===== src/rtl/sr_pkg.sv =====
// sr_pkg: conflict-resolution mode encodings shared by the SR register bank.
package sr_pkg;
    typedef logic [1:0] sr_mode_t;
    localparam sr_mode_t SR_MODE_HOLD   = 2'd0;
    localparam sr_mode_t SR_MODE_SET    = 2'd1;
    localparam sr_mode_t SR_MODE_RESET  = 2'd2;
    localparam sr_mode_t SR_MODE_TOGGLE = 2'd3;
endpackage


===== src/rtl/sr_cell.sv =====
// sr_cell: one clocked SR channel with complementary outputs and a sticky s=r=1 flag.
module sr_cell
    import sr_pkg::*;
#(
    parameter logic INIT          = 1'b0,
    parameter int   CONFLICT_MODE = 0
) (
    input  logic clk,
    input  logic rst,
    input  logic en,
    input  logic s,
    input  logic r,
    input  logic clr_flag,
    output logic q,
    output logic qbar,
    output logic conflict
);
    // Out-of-range modes fall back to HOLD.
    localparam sr_mode_t MODE = (CONFLICT_MODE >= 0 && CONFLICT_MODE <= 3) ?
                                sr_mode_t'(CONFLICT_MODE) : SR_MODE_HOLD;
    logic hit, res, d;
    always_comb begin
        hit = en & s & r;
        res = (MODE == SR_MODE_SET)    ? 1'b1 :
              (MODE == SR_MODE_RESET)  ? 1'b0 :
              (MODE == SR_MODE_TOGGLE) ? ~q   : q;
        d   = !en ? q : hit ? res : s ? 1'b1 : r ? 1'b0 : q;
    end
    // qbar has its own flop fed with ~d so both outputs update on the same edge.
    always_ff @(posedge clk) begin
        if (rst) begin
            q        <= INIT;
            qbar     <= ~INIT;
            conflict <= 1'b0;
        end else begin
            q        <= d;
            qbar     <= ~d;
            conflict <= hit | (conflict & ~clr_flag);
        end
    end
endmodule


===== src/rtl/sr_reg_bank.sv =====
// sr_reg_bank: WIDTH independent SR channels with shared enable and sticky conflict flags.
// Defining SR_REG_BANK_CONFLICT_CNT_EN adds a saturating conflict-cycle counter (conflict_cnt).
module sr_reg_bank #(
    parameter int               WIDTH         = 8,
    parameter logic [WIDTH-1:0] INIT          = {WIDTH{1'b0}},
    parameter int               CONFLICT_MODE = 0,
    parameter int               CNT_W         = 8
) (
    input  logic             clk,
    input  logic             rst,
    input  logic             en,
    input  logic [WIDTH-1:0] s,
    input  logic [WIDTH-1:0] r,
    input  logic             clr_flag,
    output logic [WIDTH-1:0] q,
    output logic [WIDTH-1:0] qbar,
    output logic [WIDTH-1:0] conflict
`ifdef SR_REG_BANK_CONFLICT_CNT_EN
    ,
    output logic [CNT_W-1:0] conflict_cnt
`endif
);
    for (genvar i = 0; i < WIDTH; i++) begin : g_cell
        sr_cell #(.INIT(INIT[i]), .CONFLICT_MODE(CONFLICT_MODE)) u_cell (
            .clk(clk), .rst(rst), .en(en), .s(s[i]), .r(r[i]), .clr_flag(clr_flag),
            .q(q[i]), .qbar(qbar[i]), .conflict(conflict[i])
        );
    end
`ifdef SR_REG_BANK_CONFLICT_CNT_EN
    logic any_hit;
    always_comb any_hit = en & |(s & r);
    always_ff @(posedge clk) begin
        if (rst)
            conflict_cnt <= '0;
        else if (clr_flag)
            conflict_cnt <= CNT_W'(any_hit);
        else if (any_hit && conflict_cnt != {CNT_W{1'b1}})
            conflict_cnt <= conflict_cnt + 1'b1;
    end
`endif
endmodule


===== config.mk =====
export PLATFORM = sky130hd
export DESIGN_NAME = sr_reg_bank
export DESIGN_NICKNAME = d
export VERILOG_FILES = /design/src/rtl/sr_pkg.sv /design/src/rtl/sr_cell.sv /design/src/rtl/sr_reg_bank.sv
export SDC_FILE = /design/constraint.sdc
export NUM_CORES = 1
export LEC_CHECK = 0
export BUFFER_PORTS_ARGS = -buffer_cell sky130_fd_sc_hd__buf_4
export CAP_MARGIN = 20
export CORE_MARGIN = 2
export CORE_UTILIZATION = 40
export DETAILED_ROUTE_END_ITERATION = 7
export PLACE_DENSITY_LB_ADDON = 0.05
export SLEW_MARGIN = 10
export SYNTH_ARGS = -nofsm -noshare
export SYNTH_HDL_FRONTEND = slang
export SYNTH_SLANG_ARGS = --single-unit

===== constraint.sdc =====
create_clock -name clk -period 1.2 [get_ports clk]
set_input_delay 0.06 -clock clk [delete_from_list [all_inputs] [get_ports clk]]
set_output_delay 0.06 -clock clk [all_outputs]
set_load 0.02 [all_outputs]

# --- After elaboration in Yosys (flattened, before gate mapping) ---
# Cells that the tools add are included.
classes:
  n_mux: 32
  bitwise: 41
ops:
  columns: ["cell", "n"]
  rows:
  - ["2-to-1 mux 1 bit", 32]
  - ["bitwise AND 1 bit", 24]
  - ["NOT 1 bit", 9]
  - ["OR 1 bit", 8]
totals:
  ff_bits: 24
  in_bits: 20
  out_inout_bits: 24
  elab_cells: 97

# --- Depth between registers and ports, before layout ---
depth:
  depth_word: 5
  depth_mapped: 4
  depth_no_buf: 3

# --- Cells and area by module ---
# From an unflattened synthesis, not the netlist that was laid out.
hier_totals:
  cells_unflattened: 96
  hier_area_um2: 930.9
modules_own_cells:
  columns: ["module", "n_inst", "cells_each", "area_per_inst_um2", "seq_area_each_um2"]
  rows:
  - ["sr_cell", 8, 12, 116.4, 60.1]

# --- Worst setup path after synthesis ---
# OpenSTA, ideal clock, no wires.
synth_path:
  path_kind: "register -> register"
  from: "register (tool-made name)"
  to: "register (tool-made name)"
  setup_time_ps: 116
  arrival_ps: 636
  t_required_ps: 1084
  setup_slack_ps: 448
  stages_incl_launch_ff: 4
  period_less_slack_ps: 752
  path_cell_list: "dfxtp_1 > a21oi_2 > nor3_2 > a31o_1"

==> summary.txt <==
unrepaired setup endpoints after global routing -> false
Post-DP Area -> 0.001265 mm²
Final Slew Violations -> 0
hold buffers post-CTS -> 0
CP bufs+invs -> 1
Synth Area per Inst -> 10.09 µm²
Final setup viols -> 0
Yosys reg bits -> 24
H-tree Lvls -> 1
Worst Tran Pin Value -> 0.2681 ns
maximum VDD drop -> 0.0009600 V
synth top area cells -> dfxtp_1, buf_4, a32oi_1
Clock Latency Late Sink -> 0.31 ns
sequential share of the synthesized area -> 0.4252
clock power share -> 0.223
Port Buf Inserts -> 43
grt total ovfl -> 0
Detailed Route WL -> 1930 µm
Synth Warn # -> 0
crit path cell chain -> buf_4
number of global-route vias before repair -> 759
XOR/XNOR Fraction of Synth Area -> 0
Sw Ratio -> 0.2771
Synth Instances -> 112
Static Leak -> 0.5367 nW
setup TNS -> 0 ns
CTS clk-pin slew, worst paths -> 0.12 ns
mux cell area share after synthesis -> 0
IO Pins -> 44
Adder-Cell Fraction of Synth Area -> 0
net switching power -> 427.9 µW
Flop pwr share -> 0.569
post-route clock skew -> 0.001500 ns
routed vias/inst -> 5.069
Post-CTS Setup Bufs -> 0
largest net degree at the start of global routing -> 25
Hold Path Origin -> s[0]
crit path time final -> 0.9480 ns
Crit path largest cell delay -> 0.41 ns
RePlAce Congestion -> 0.7071
Initial Utilization -> 0.4169
die area -> 0.003266 mm²
global-route wire length before repair -> 3229 µm
syn nets -> 132
max frequency -> 1055 MHz
cts bufs inserted -> 3
clk root buf -> clkbuf_4
CTS tree -> done
largest family of logic cells by synthesized area -> compound AO/OA/AOI/OAI gates
post-synthesis simple-gate area fraction -> 0.1429
Core Area -> 0.002710 mm²
Antenna Cells -> 0
Final Cycle Share -> 0.7900
Slew headroom -> 0.8211
Max-cap violations -> 0
Power Internal -> 1.116 mW
CTS Buffer Depth -> 2
initial antenna violation count -> 0
CTS sink cnt -> 24
Synth Cell Area -> 0.001130 mm²
Yosys top cell area share -> 0.4252
Gate power share -> 0.208
Top delay family on crit path -> flip-flops
Design Area, Final -> 0.001287 mm²
startpoint types -> flop
final design utilization -> 0.4751
Die Y-Extent -> 57.15 µm
P per Cell Area -> 1200 mW/mm²
Die Wd -> 57.15 µm
routed length per placed instance -> 12.06 µm
number of remaining DRC errors -> 0
Yosys cell types -> 19
Total GRT Usage -> 0.1271
Worst Setup End Kind -> primary output
status -> complete, no violations
Min-Delay Path Class -> input port to flop
peak fanout along the critical path -> 4
pre-CTS WS -> 0.2857 ns
initial drt markers -> 12
WP data required -> 1.14 ns
Synth area leader -> dfxtp_1
vias -> 811
Layout Area Growth over Synthesis -> 13.95%
1st-pass router iterations -> 6
final worst setup slack -> 0.2520 ns
NumNets Final -> 151
CP max stage cell -> dfxtp_1
CTS resizes -> 0
Final Hold Fails -> 0
share of cells above drive strength 1 -> 0.4729
WP data arrival -> 0.89 ns
antenna viol nets, final -> 0
num rows -> 19
CP Class -> flop to primary output
Synth Area in Compound Gates -> 0.2248
-- routing by layer --
layer,part of all wire,GRT usage,up-vias
li1,-,-,410
met1,0.43,0.1364,372
met2,0.49,0.2250,27
met3,0.073,0.05215,2
met4,0.0088,0.04319,0
met5,0,0,-
-- cells in the final DEF, fill, tap and decap left out --
| cell | count |
|---|---|
| a21oi_1 | 1 |
| a32oi_1 | 8 |
| nor3_2 | 7 |
| nand2_1 | 2 |
| a21oi_2 | 7 |
| dfxtp_1 | 24 |
| nor2b_1 | 1 |
| clkbuf_4 | 3 |
| or2b_1 | 3 |
| o21ai_0 | 1 |
| buf_4 | 43 |
| a31oi_1 | 7 |
| a21o_1 | 1 |
| nand2b_1 | 4 |
| inv_1 | 1 |
| a31o_1 | 7 |
| inv_2 | 1 |
| nor2_1 | 8 |
-- logic make-up after synthesis --
logic type / after synthesis
simple gates: 25
buf+inv: 31
compound gates: 32
flops: 24
-- power groups by stage --
stage / logic, mW / clock network, mW / registers, mW
global placement: 0.325 / 0 / 0.896
finish: 0.322 / 0.344 / 0.878
global route: 0.351 / 0.398 / 0.884
detailed placement: 0.327 / 0 / 0.896
floorplan: 0.255 / 0 / 0.889
CTS: 0.327 / 0.368 / 0.879
-- cells in the mapped netlist (all sizes together) --
| cell | n |
|---|---|
| o21ai | 1 |
| a31o | 7 |
| a21o | 1 |
| nor2 | 8 |
| buf | 29 |
| nand2b | 4 |
| nor3 | 7 |
| a21oi | 8 |
| nor2b | 1 |
| a32oi | 8 |
| inv | 2 |
| nand2 | 2 |
| a31oi | 7 |
| or2b | 3 |
| dfxtp | 24 |
-- cell type report --
cell class | count | area (µm²)
Inverter | 2 | 7.507
Timing Repair Buffer | 43 | 322.8
Clock buffer | 3 | 22.52
Fill cell | 252 | 1423
Sequential cell | 24 | 480.5
Tap cell | 31 | 38.79
Multi-Input combinational cell | 57 | 415.4
-- worst paths after layout --
| check | to | slack (ns) | cells after the start |
|---|---|---|---|
| max | q[3] | 0.25 | 1 |
| min | g_cell[0].u_cell.conflict | 0.02 | 3 |
| max reg2reg | flop | 0.39 | 3 |
| min reg2reg | g_cell[7].u_cell.conflict | 0.50 | 2 |
-- metrics by stage --
stage	std cells	hold slack, ns	total power, mW
finish	160	0.01778	1.544
detailed placement	157	0.3463	1.223
global route	160	0.01038	1.634
floorplan	112	0.2330	1.145
global placement	157	0.3396	1.221
CTS	160	0.004238	1.574
Power figures use the tool's default switching activity.
